<file path="config.mk">
export PLATFORM = sky130hd
export DESIGN_NAME = layernorm_seq_ctrl
export DESIGN_NICKNAME = d
export VERILOG_FILES = /design/src/rtl/layernorm_seq_ctrl.sv
export SDC_FILE = /design/constraint.sdc
export NUM_CORES = 1
export LEC_CHECK = 0
export BUFFER_PORTS_ARGS = -buffer_cell sky130_fd_sc_hd__buf_4
export CAP_MARGIN = 10
export CORE_MARGIN = 1.5
export CORE_UTILIZATION = 40
export DETAILED_ROUTE_END_ITERATION = 16
export PLACE_DENSITY = 0.59
export SETUP_SLACK_MARGIN = 0.4
export SLEW_MARGIN = 20
export SYNTH_ARGS = -nofsm -noshare
export SYNTH_HDL_FRONTEND = slang
export SYNTH_SLANG_ARGS = --single-unit
</file>
<file path="constraint.sdc">
create_clock -name clk -period 4.2 [get_ports clk]
set_clock_uncertainty 0.05 [all_clocks]
set_input_delay 0.84 -clock clk [delete_from_list [all_inputs] [get_ports clk]]
set_output_delay 0.84 -clock clk [all_outputs]
set_load 0.03 [all_outputs]
</file>
<file path="src/rtl/layernorm_seq_ctrl.sv">
// rtl/layernorm_seq_ctrl.sv - three-pass (mean, variance, normalize) beat sequencer for the layer-norm datapath
module layernorm_seq_ctrl #(
  parameter int BUS_NUM        = 8,
  parameter int DATA_NUM_WIDTH = 10,
  parameter int ADDR_WIDTH     = 7,
  parameter int MAX_BEATS      = 97,
  parameter int MEAN_LAT       = 4,
  parameter int VAR_LAT        = 6,
  parameter int NORM_LAT       = 8
) (
  input  logic                      clk,
  input  logic                      rst,
  input  logic [DATA_NUM_WIDTH-1:0] cfg_data_num,
  input  logic                      start,
  input  logic                      abort,
  input  logic                      stall,
  output logic                      busy,
  output logic                      done,
  output logic                      err_cfg,
  output logic                      rd_en,
  output logic [ADDR_WIDTH-1:0]     rd_addr,
  output logic [BUS_NUM-1:0]        rd_lane_mask,
  output logic [1:0]                phase,
  output logic                      beat_last,
  output logic                      gb_rd_en,
  output logic [ADDR_WIDTH-1:0]     gb_rd_addr,
  output logic                      mean_latch,
  output logic                      var_latch
);

  localparam int MAX_LAT = (MEAN_LAT > VAR_LAT) ? ((MEAN_LAT > NORM_LAT) ? MEAN_LAT : NORM_LAT)
                                                : ((VAR_LAT > NORM_LAT) ? VAR_LAT : NORM_LAT);
  localparam int WAIT_W  = $clog2(MAX_LAT + 1);

  typedef enum logic [2:0] {
    S_IDLE,
    S_MEAN_RD,
    S_MEAN_WAIT,
    S_VAR_RD,
    S_VAR_WAIT,
    S_NORM_RD,
    S_NORM_WAIT
  } state_t;

  state_t                      state, nxt_state;
  logic [ADDR_WIDTH-1:0]       cnt, nxt_cnt;
  logic [ADDR_WIDTH-1:0]       last_beat, nxt_last_beat;
  logic [WAIT_W-1:0]           wcnt, nxt_wcnt;
  logic [BUS_NUM-1:0]          last_mask, nxt_last_mask;
  logic [BUS_NUM-1:0]          nxt_mask;
  logic                        nxt_rd_en;
  logic                        nxt_err;
  logic [1:0]                  nxt_phase;

  logic [DATA_NUM_WIDTH-1:0]   cfg_rem;
  logic [DATA_NUM_WIDTH-1:0]   cfg_beats;
  logic                        cfg_bad;
  logic [BUS_NUM-1:0]          cfg_mask;

  // Beat count and partial-beat mask derived from the element count at start
  always_comb begin
    cfg_rem   = cfg_data_num % DATA_NUM_WIDTH'(BUS_NUM);
    cfg_beats = (cfg_data_num / DATA_NUM_WIDTH'(BUS_NUM))
              + ((cfg_rem != '0) ? DATA_NUM_WIDTH'(1) : DATA_NUM_WIDTH'(0));
    cfg_bad   = (cfg_data_num == '0) || (cfg_beats > DATA_NUM_WIDTH'(MAX_BEATS));
    for (int i = 0; i < BUS_NUM; i++) begin
      cfg_mask[i] = (cfg_rem == '0) || (DATA_NUM_WIDTH'(i) < cfg_rem);
    end
  end

  always_comb begin
    nxt_state     = state;
    nxt_cnt       = cnt;
    nxt_wcnt      = wcnt;
    nxt_last_beat = last_beat;
    nxt_last_mask = last_mask;
    nxt_rd_en     = 1'b0;
    nxt_err       = 1'b0;
    if (abort) begin
      nxt_state = S_IDLE;
      nxt_cnt   = '0;
      nxt_wcnt  = '0;
    end else begin
      case (state)
        S_IDLE: begin
          if (start) begin
            if (cfg_bad) begin
              nxt_err = 1'b1;
            end else begin
              nxt_state     = S_MEAN_RD;
              nxt_cnt       = '0;
              nxt_last_beat = ADDR_WIDTH'(cfg_beats - DATA_NUM_WIDTH'(1));
              nxt_last_mask = cfg_mask;
              nxt_rd_en     = 1'b1;
            end
          end
        end
        S_MEAN_RD: begin
          if (cnt == last_beat) begin
            nxt_state = S_MEAN_WAIT;
            nxt_cnt   = '0;
            nxt_wcnt  = '0;
          end else begin
            nxt_cnt   = cnt + ADDR_WIDTH'(1);
            nxt_rd_en = 1'b1;
          end
        end
        S_MEAN_WAIT: begin
          if (wcnt == WAIT_W'(MEAN_LAT - 1)) begin
            nxt_state = S_VAR_RD;
            nxt_cnt   = '0;
            nxt_rd_en = 1'b1;
          end else begin
            nxt_wcnt = wcnt + WAIT_W'(1);
          end
        end
        S_VAR_RD: begin
          if (cnt == last_beat) begin
            nxt_state = S_VAR_WAIT;
            nxt_cnt   = '0;
            nxt_wcnt  = '0;
          end else begin
            nxt_cnt   = cnt + ADDR_WIDTH'(1);
            nxt_rd_en = 1'b1;
          end
        end
        S_VAR_WAIT: begin
          if (wcnt == WAIT_W'(VAR_LAT - 1)) begin
            nxt_state = S_NORM_RD;
            nxt_cnt   = '0;
            nxt_rd_en = 1'b1;
          end else begin
            nxt_wcnt = wcnt + WAIT_W'(1);
          end
        end
        S_NORM_RD: begin
          // cnt is the pending beat; it only advances once the current one went out unstalled
          if (rd_en && (cnt == last_beat)) begin
            nxt_state = S_NORM_WAIT;
            nxt_cnt   = '0;
            nxt_wcnt  = '0;
          end else begin
            if (rd_en) begin
              nxt_cnt = cnt + ADDR_WIDTH'(1);
            end
            nxt_rd_en = !stall;
          end
        end
        S_NORM_WAIT: begin
          if (wcnt == WAIT_W'(NORM_LAT - 1)) begin
            nxt_state = S_IDLE;
            nxt_wcnt  = '0;
          end else begin
            nxt_wcnt = wcnt + WAIT_W'(1);
          end
        end
        default: begin
          nxt_state = S_IDLE;
          nxt_cnt   = '0;
          nxt_wcnt  = '0;
        end
      endcase
    end
  end

  // Output decode of the next state, registered below; a stalled NORM beat keeps its mask
  always_comb begin
    nxt_mask = '0;
    if ((nxt_state == S_MEAN_RD) || (nxt_state == S_VAR_RD) || (nxt_state == S_NORM_RD)) begin
      nxt_mask = (nxt_cnt == nxt_last_beat) ? nxt_last_mask : '1;
    end
    case (nxt_state)
      S_MEAN_RD, S_MEAN_WAIT: nxt_phase = 2'd0;
      S_VAR_RD, S_VAR_WAIT:   nxt_phase = 2'd1;
      S_NORM_RD, S_NORM_WAIT: nxt_phase = 2'd2;
      default:                nxt_phase = 2'd3;
    endcase
  end

  always_ff @(posedge clk) begin
    if (rst) begin
      state        <= S_IDLE;
      cnt          <= '0;
      wcnt         <= '0;
      last_beat    <= '0;
      last_mask    <= '0;
      busy         <= 1'b0;
      done         <= 1'b0;
      err_cfg      <= 1'b0;
      rd_en        <= 1'b0;
      rd_addr      <= '0;
      rd_lane_mask <= '0;
      phase        <= 2'd3;
      beat_last    <= 1'b0;
      gb_rd_en     <= 1'b0;
      gb_rd_addr   <= '0;
      mean_latch   <= 1'b0;
      var_latch    <= 1'b0;
    end else begin
      state        <= nxt_state;
      cnt          <= nxt_cnt;
      wcnt         <= nxt_wcnt;
      last_beat    <= nxt_last_beat;
      last_mask    <= nxt_last_mask;
      busy         <= (nxt_state != S_IDLE);
      done         <= (nxt_state == S_NORM_WAIT) && (nxt_wcnt == WAIT_W'(NORM_LAT - 1));
      err_cfg      <= nxt_err;
      rd_en        <= nxt_rd_en;
      rd_addr      <= nxt_cnt;
      rd_lane_mask <= nxt_mask;
      phase        <= nxt_phase;
      beat_last    <= nxt_rd_en && (nxt_cnt == nxt_last_beat);
      gb_rd_en     <= nxt_rd_en && (nxt_state == S_NORM_RD);
      gb_rd_addr   <= nxt_cnt;
      mean_latch   <= (nxt_state == S_MEAN_WAIT) && (nxt_wcnt == WAIT_W'(MEAN_LAT - 1));
      var_latch    <= (nxt_state == S_VAR_WAIT) && (nxt_wcnt == WAIT_W'(VAR_LAT - 1));
    end
  end

endmodule

</file>
==> flow_summary.ini, run 1 <==
[run_status]
status = finished, final reports clean

[critical_path]
end_kind = flip-flop
path_class = in2reg
critPathArrivalTime_ns = 3.98
path_max_fanout = 4
cp-start-kind = input pin
crit_required_ns = 4.35

[global_route]
grt_start_max_net_pins = 23
overflow = 0
grt_pass1_wl_um = 12700
grt_pass1_vias = 2612
grt_antenna_before_repair = 0
grt_usage = 0.210

[clock_tree]
path_clk_slew_ns = 0.10
cts_tree = built
cts_max_path_buffers = 2
clock-sinks = 47
clk_latency_ns = 0.30
htreeDepth = 2
numCtsBuffers = 5
cts-root-buf = clkbuf_8

[power_and_ir_drop]
p_int_uw = 776
netSwitchingPower_uw = 319
power.density_nw_per_um2 = 293
clkPwrFrac = 0.327
power_uw = 1090
power.share.sequential = 0.431
leakage_uw = 0.00152
pwr-share-comb = 0.243
ir_worst_vdd_v = 0.000189
switching_share = 0.291

[sta]
tightest_slew_ns = 0.981
hold_viol_final = 0
setup_viol_count_final = 0
fmax_ghz = 0.261
finalCritPeriodShare = 0.912
rsz0062_at_grt = yes
slew_headroom = 0.345
drv_slew = 0
fin_ws_ns = 0.371
whs_ns = 0.423
layout_min_cycle_time_ns = 3.83

[synthesis]
synth_commonest_cells = dfxtp_1, nor2_1, a21oi_1, nand2_1, o21ai_0
synth.top_cell.area_share = 0.329
syn_inst = 358
syn_avg_cell_area_sq_um = 7.99
syn_nets = 380
synth-compound-area-share = 0.233
synthFlopType = dfxtp_1
yosys_warnings = 0
yosys.area_share.adder = 0.0306
synth_area_sq_um = 2860
yosys-top-cells-area = dfxtp_1, nor2_1, a21oi_1
async_flop_share = 0
synth-xor-area-share = 0.0704
yosysSeqAreaShare = 0.329
synth_area_leader_cell = dfxtp_1
synth.most_common_cell = dfxtp_1
synth_cell_types = 63
muxShareOfSynthArea = 0.0245
ys_seq_elements = 47
synth_top_family_by_area = simple AND/OR/NAND/NOR gates
synth-edff-count = 0
synthSimpleGateAreaFrac = 0.253

[placed_design]
gp_congestion = 0.895
dp.cells = 494
portBuffers = 46
dp_hpwl_um = 5620
dpl_worst_slack_ns = -0.113

[route]
wl_per_cell_um = 14.9
wl_um = 7670
drt_iter0_markers = 188
vias = 2809
first_pass_iters = 4
drc = 0
vias_per_cell = 5.46
ant_nets = 0

[floorplanning]
die-height_um = 87.6
coreArea_sq_um = 6870
rows = 30
start_util = 0.417
die-area_sq_um = 7670
io-pin-count = 47
die_w_um = 87.6

[cells_and_area]
final-seq-area_sq_um = 941
multi_input_area_sq_um = 1900
fillers = 694
final_layout_size_suffix_gt1_frac = 0.278
fin_cells = 514
nets = 439
final_util = 0.543
antenna_cells = 0
area_growth_pct = 30.4

[flow_run]
maxCapViolCount = 0

[worst_hold_path]
min_path_type = reg2reg
[power groups by stage]
stage          combinational, uW  clock [uW]  sequential (uW)
2_1_floorplan                139           0              494
3_3_place_gp                 231           0              482
3_5_place_dp                 233           0              482
4_1_cts                      261         363              471
5_1_grt                      287         382              473
6_report                     266         358              472
[cell families after synthesis]
logic type | after synthesis
AOI/OAI and AO/OA | 99
xor gates and xnor gates | 23
adders and majority gates | 7
buffers and inverters | 36
DFF | 47
muxes | 7
and+or+nand+nor | 139
[final timing paths]
path,startpoint,to,slack [ns],cells after the start
min,last_mask[0],last_mask[0],0.42,2
max reg2reg,state[2],rd_lane_mask[2],0.80,12
max,cfg_data_num[1],rd_lane_mask[2],0.37,19
min reg2reg,last_mask[0],last_mask[0],0.42,2
[registers in the layout (all words and copies together) (netlist names)]
| name | count |
|---|---|
| last_mask | 8 |
| rd_lane_mask | 8 |
| cnt | 7 |
| last_beat | 7 |
| wcnt | 4 |
| state | 3 |
| phase | 2 |
| beat_last | 1 |
| busy | 1 |
| done | 1 |
| err_cfg | 1 |
| gb_rd_en | 1 |
| mean_latch | 1 |
| rd_en | 1 |
| var_latch | 1 |
[cell usage in the layout, fill, tap and decap left out, types with 3 or more instances in the layout]
cell type  synthesis  routed
buf_4              8      70
dfxtp_1           47      47
nor2_1            45      45
a21oi_1           27      27
nand2_1           22      22
o21ai_0           20      18
xnor2_1           11      11
xor2_1            12      11
a31oi_1           13      11
inv_1             11      10
nand2b_1          10      10
nand3_1            8       8
nor3_1             8       7
and2_1             6       6
nor2b_1            6       6
clkbuf_8           0       6
buf_6              0       6
o211ai_1           5       5
nand3b_1           5       5
and3_1             4       4
nor4_1             4       4
mux2i_1            7       4
ha_4               0       4
nand4_1            3       3
or3_1              4       3
mux2i_2            0       3
ha_1               7       3
[final cells by class]
type,instances,area share
Timing Repair Buffer,77,0.160
Inverter,11,0.0124
Clock buffer,6,0.0221
Multi-Input combinational cell,275,0.510
Sequential cell,47,0.252
Clock inverter,2,0.0104
Tap cell,96,0.0322
[what timing repair did]
action / 4_1_cts / 5_1_grt
cloned: 1 / 0
hold buffers: 0 / 0
buffers inserted: 11 / 0
gates resized for setup: 18 / 7
hold endpoints to repair: 0 / 0
pin swaps: 17 / 4
endpoints found under the setup margin: 9 / 9
[per-stage QoR]
step | instance area (sq um) | setup TNS (ns)
3_5_place_dp | 3410 | -0.941
4_1_cts | 3690 | 0
3_3_place_gp | 3410 | -0.0500
5_1_grt | 3730 | 0
2_1_floorplan | 2930 | 0
6_report | 3730 | 0
[critical path, stage by stage]
cell and delay (ns):
buf_6 0.09, or3_4 0.40, ha_4 0.18, ha_4 0.28, inv_6 0.04, ha_4 0.15, o2111ai_2 0.19, o21ai_2 0.11
o211ai_1 0.18, buf_4 0.17, buf_6 0.10, o211ai_1 0.11, buf_4 0.18, nor3_4 0.13, a211oi_2 0.09, buf_4 0.15
a311oi_4 0.29, buf_2 0.21, a31oi_1 0.08
[per-layer routing]
layer	routed length, um	part of all wire	track usage
met4	94	0.012	0.0664
met2	3580	0.47	0.335
met5	0	0	0
met1	3610	0.47	0.294
met3	378	0.049	0.0302
Note: power is estimated with default switching activity, not from simulation.
==> inputs of run 2 (changes only) <==
--- a/config.mk
+++ b/config.mk
@@ -5,6 +5,7 @@
 export SDC_FILE = /design/constraint.sdc
 export NUM_CORES = 1
 export LEC_CHECK = 0
+export ABC_AREA = 1
 export BUFFER_PORTS_ARGS = -buffer_cell sky130_fd_sc_hd__buf_4
 export CAP_MARGIN = 10
 export CORE_MARGIN = 1.5
==> constraint.sdc (replaced) <==
create_clock -name clk -period 4.2 [get_ports clk]
set_clock_uncertainty 0.05 [all_clocks]
set_input_delay 0.21 -clock clk [delete_from_list [all_inputs] [get_ports clk]]
set_output_delay 0.21 -clock clk [all_outputs]
set_load 0.03 [all_outputs]
==> flow_summary.ini, run 2 <==
[global_route]
grt_pass1_wl_um = 11600
grt_start_max_net_pins = 32
overflow = 0
grt_pass1_vias = 2634
grt_usage = 0.189
grt_antenna_before_repair = 0

[route]
vias_per_cell = 4.81
wl_per_cell_um = 11.5
ant_nets = 0
wl_um = 6670
drt_iter0_markers = 177
first_pass_iters = 4
drc = 0
vias = 2784

[critical_path]
path_class = in2reg
cp-start-kind = input pin
r2r_cells = 12
critPathArrivalTime_ns = 3.30
end_kind = flip-flop
path_max_fanout = 25
crit_required_ns = 4.36

[cells_and_area]
fin_cells = 579
final_common_cell = nand2_1
fillers = 723
area_growth_pct = 16.4
final_layout_size_suffix_gt1_frac = 0.161
antenna_cells = 0
nets = 504
reg.largest.list = last_mask: 8 flops, rd_lane_mask: 8 flops
stdcell_area_sq_um = 3330
final_cell_mix = nand2_1, nor2_1, inv_1

[sta]
setup_tns_ns = 0
whs_ns = 0.169
slew_headroom = 0.573
tightest_slew_ns = 0.636
rsz0062_at_grt = no
fmax_ghz = 0.318
finalCritPeriodShare = 0.749
drv_slew = 0
hold_viol_final = 0
setup_viol_count_final = 0
layout_min_cycle_time_ns = 3.14

[power_and_ir_drop]
power.density_nw_per_um2 = 291
leakage_uw = 0.00163
ir_worst_vdd_v = 0.000193

[placed_design]
portBuffers = 46
placed_area_sq_um = 3240
dp_hpwl_um = 5360
dp.cells = 571
gp_congestion = 0.879

[clock_tree]
path_clk_slew_ns = 0.09
cts_max_path_buffers = 2
hold_buffers = 0
cts-root-buf = clkbuf_8
htreeDepth = 2
numCtsBuffers = 5
clk_latency_ns = 0.30
cts_tree = built
cts_setup_buffers = 0
cts_resized = 0
clock-sinks = 47

[synthesis]
synth_cell_types = 36
synth_area_leader_cell = dfxtp_1
syn_avg_cell_area_sq_um = 6.47
synthFlopType = dfxtp_1
ys_seq_elements = 47
yosys-top-cells-area = dfxtp_1, nand2_1, nor2_1
yosys_warnings = 0
synth.top_cell.area_share = 0.329
yosysSeqAreaShare = 0.329
syn_nets = 465
syn_inst = 443
synth-edff-count = 0
synth_area_sq_um = 2860
synth_commonest_cells = nand2_1, nor2_1, inv_1, dfxtp_1, nand3_1
async_flop_share = 0
synth.most_common_cell = nand2_1

[worst_hold_path]
hold_path_depth = 4
min_path_type = in2reg

[flow_run]
maxCapViolCount = 0

[run_status]
status = finished, final reports clean

[floorplanning]
die-area_sq_um = 7680
die-height_um = 87.6
rows = 30
start_util = 0.417
die_w_um = 87.6
coreArea_sq_um = 6870
io-pin-count = 47
## run 2: report_power, final
group	total [uW]	switching, uW	leakage [uW]	internal (uW)
registers	471	8.74	0.000382	462
clock network	289	155	0.0000474	134
logic	211	138	0.00120	72.5
total	971	302	0.00163	669
## run 2: cell families after synthesis
group | Yosys count | share of synthesized area
AND/OR/NAND/NOR | 253 | 0.397
buffers and inverters | 83 | 0.123
flip-flops | 47 | 0.329
AO/OA/AOI/OAI | 41 | 0.0839
XOR/XNOR | 12 | 0.0367
adder cells (fa/ha/maj) | 7 | 0.0306
## run 2: final cells by class
| type | instances | area, sq um | area share |
|---|---|---|---|
| inverter | 69 | 259 | 0.0777 |
| timing repair buffer | 46 | 345 | 0.104 |
| tap | 96 | 120 | 0.0360 |
| clock buffer | 6 | 82.6 | 0.0248 |
| clock inverter | 2 | 16.3 | 0.00488 |
| multi-input combinational | 313 | 1570 | 0.471 |
| sequential | 47 | 941 | 0.282 |
## run 2: worst max-delay path, cell delays in order
cell and delay, ns:
buf_4 0.11, nor2_1 0.21, nand2_1 0.14, ha_1 0.25, ha_1 0.29, inv_1 0.10, ha_1 0.23, nor2_1 0.07
nor2_1 0.13, nand2_2 0.08, nand2_2 0.09, nand4_4 0.30, o21ai_0 0.37, nand3_1 0.12, nand2_1 0.08, nand2_1 0.08
nor2_4 0.22, nand3_1 0.12, nand2_1 0.07, inv_1 0.04
## run 2: final timing paths
check	endpoint	start	slack, ns
worst max-delay path	rd_lane_mask[0]	cfg_data_num[0]	1.06
worst min-delay path	state[1]	abort	0.17
worst max register to register	rd_lane_mask[0]	state[2]	1.46
worst min register to register	last_mask[2]	last_mask[2]	0.46
## run 2: metrics by stage
| stage | total power (uW) | utilization | setup WS, ns |
|---|---|---|---|
| after floorplan | 636 | - | 1.47 |
| after global placement | 691 | 0.471 | 0.863 |
| after detailed placement | 692 | 0.471 | 0.746 |
| after CTS | 981 | 0.485 | 1.06 |
| after global routing | 1030 | 0.485 | 0.671 |
| final | 971 | 0.485 | 1.06 |
## run 2: metal layers
metal	share of wire	vias to the layer above	GRT usage	routed length, um
met5	0	-	0	0
met4	0.019	0	0.0664	124
met3	0.046	13	0.0245	309
met2	0.45	69	0.310	3000
met1	0.48	1230	0.257	3240
li1	-	1472	-	-
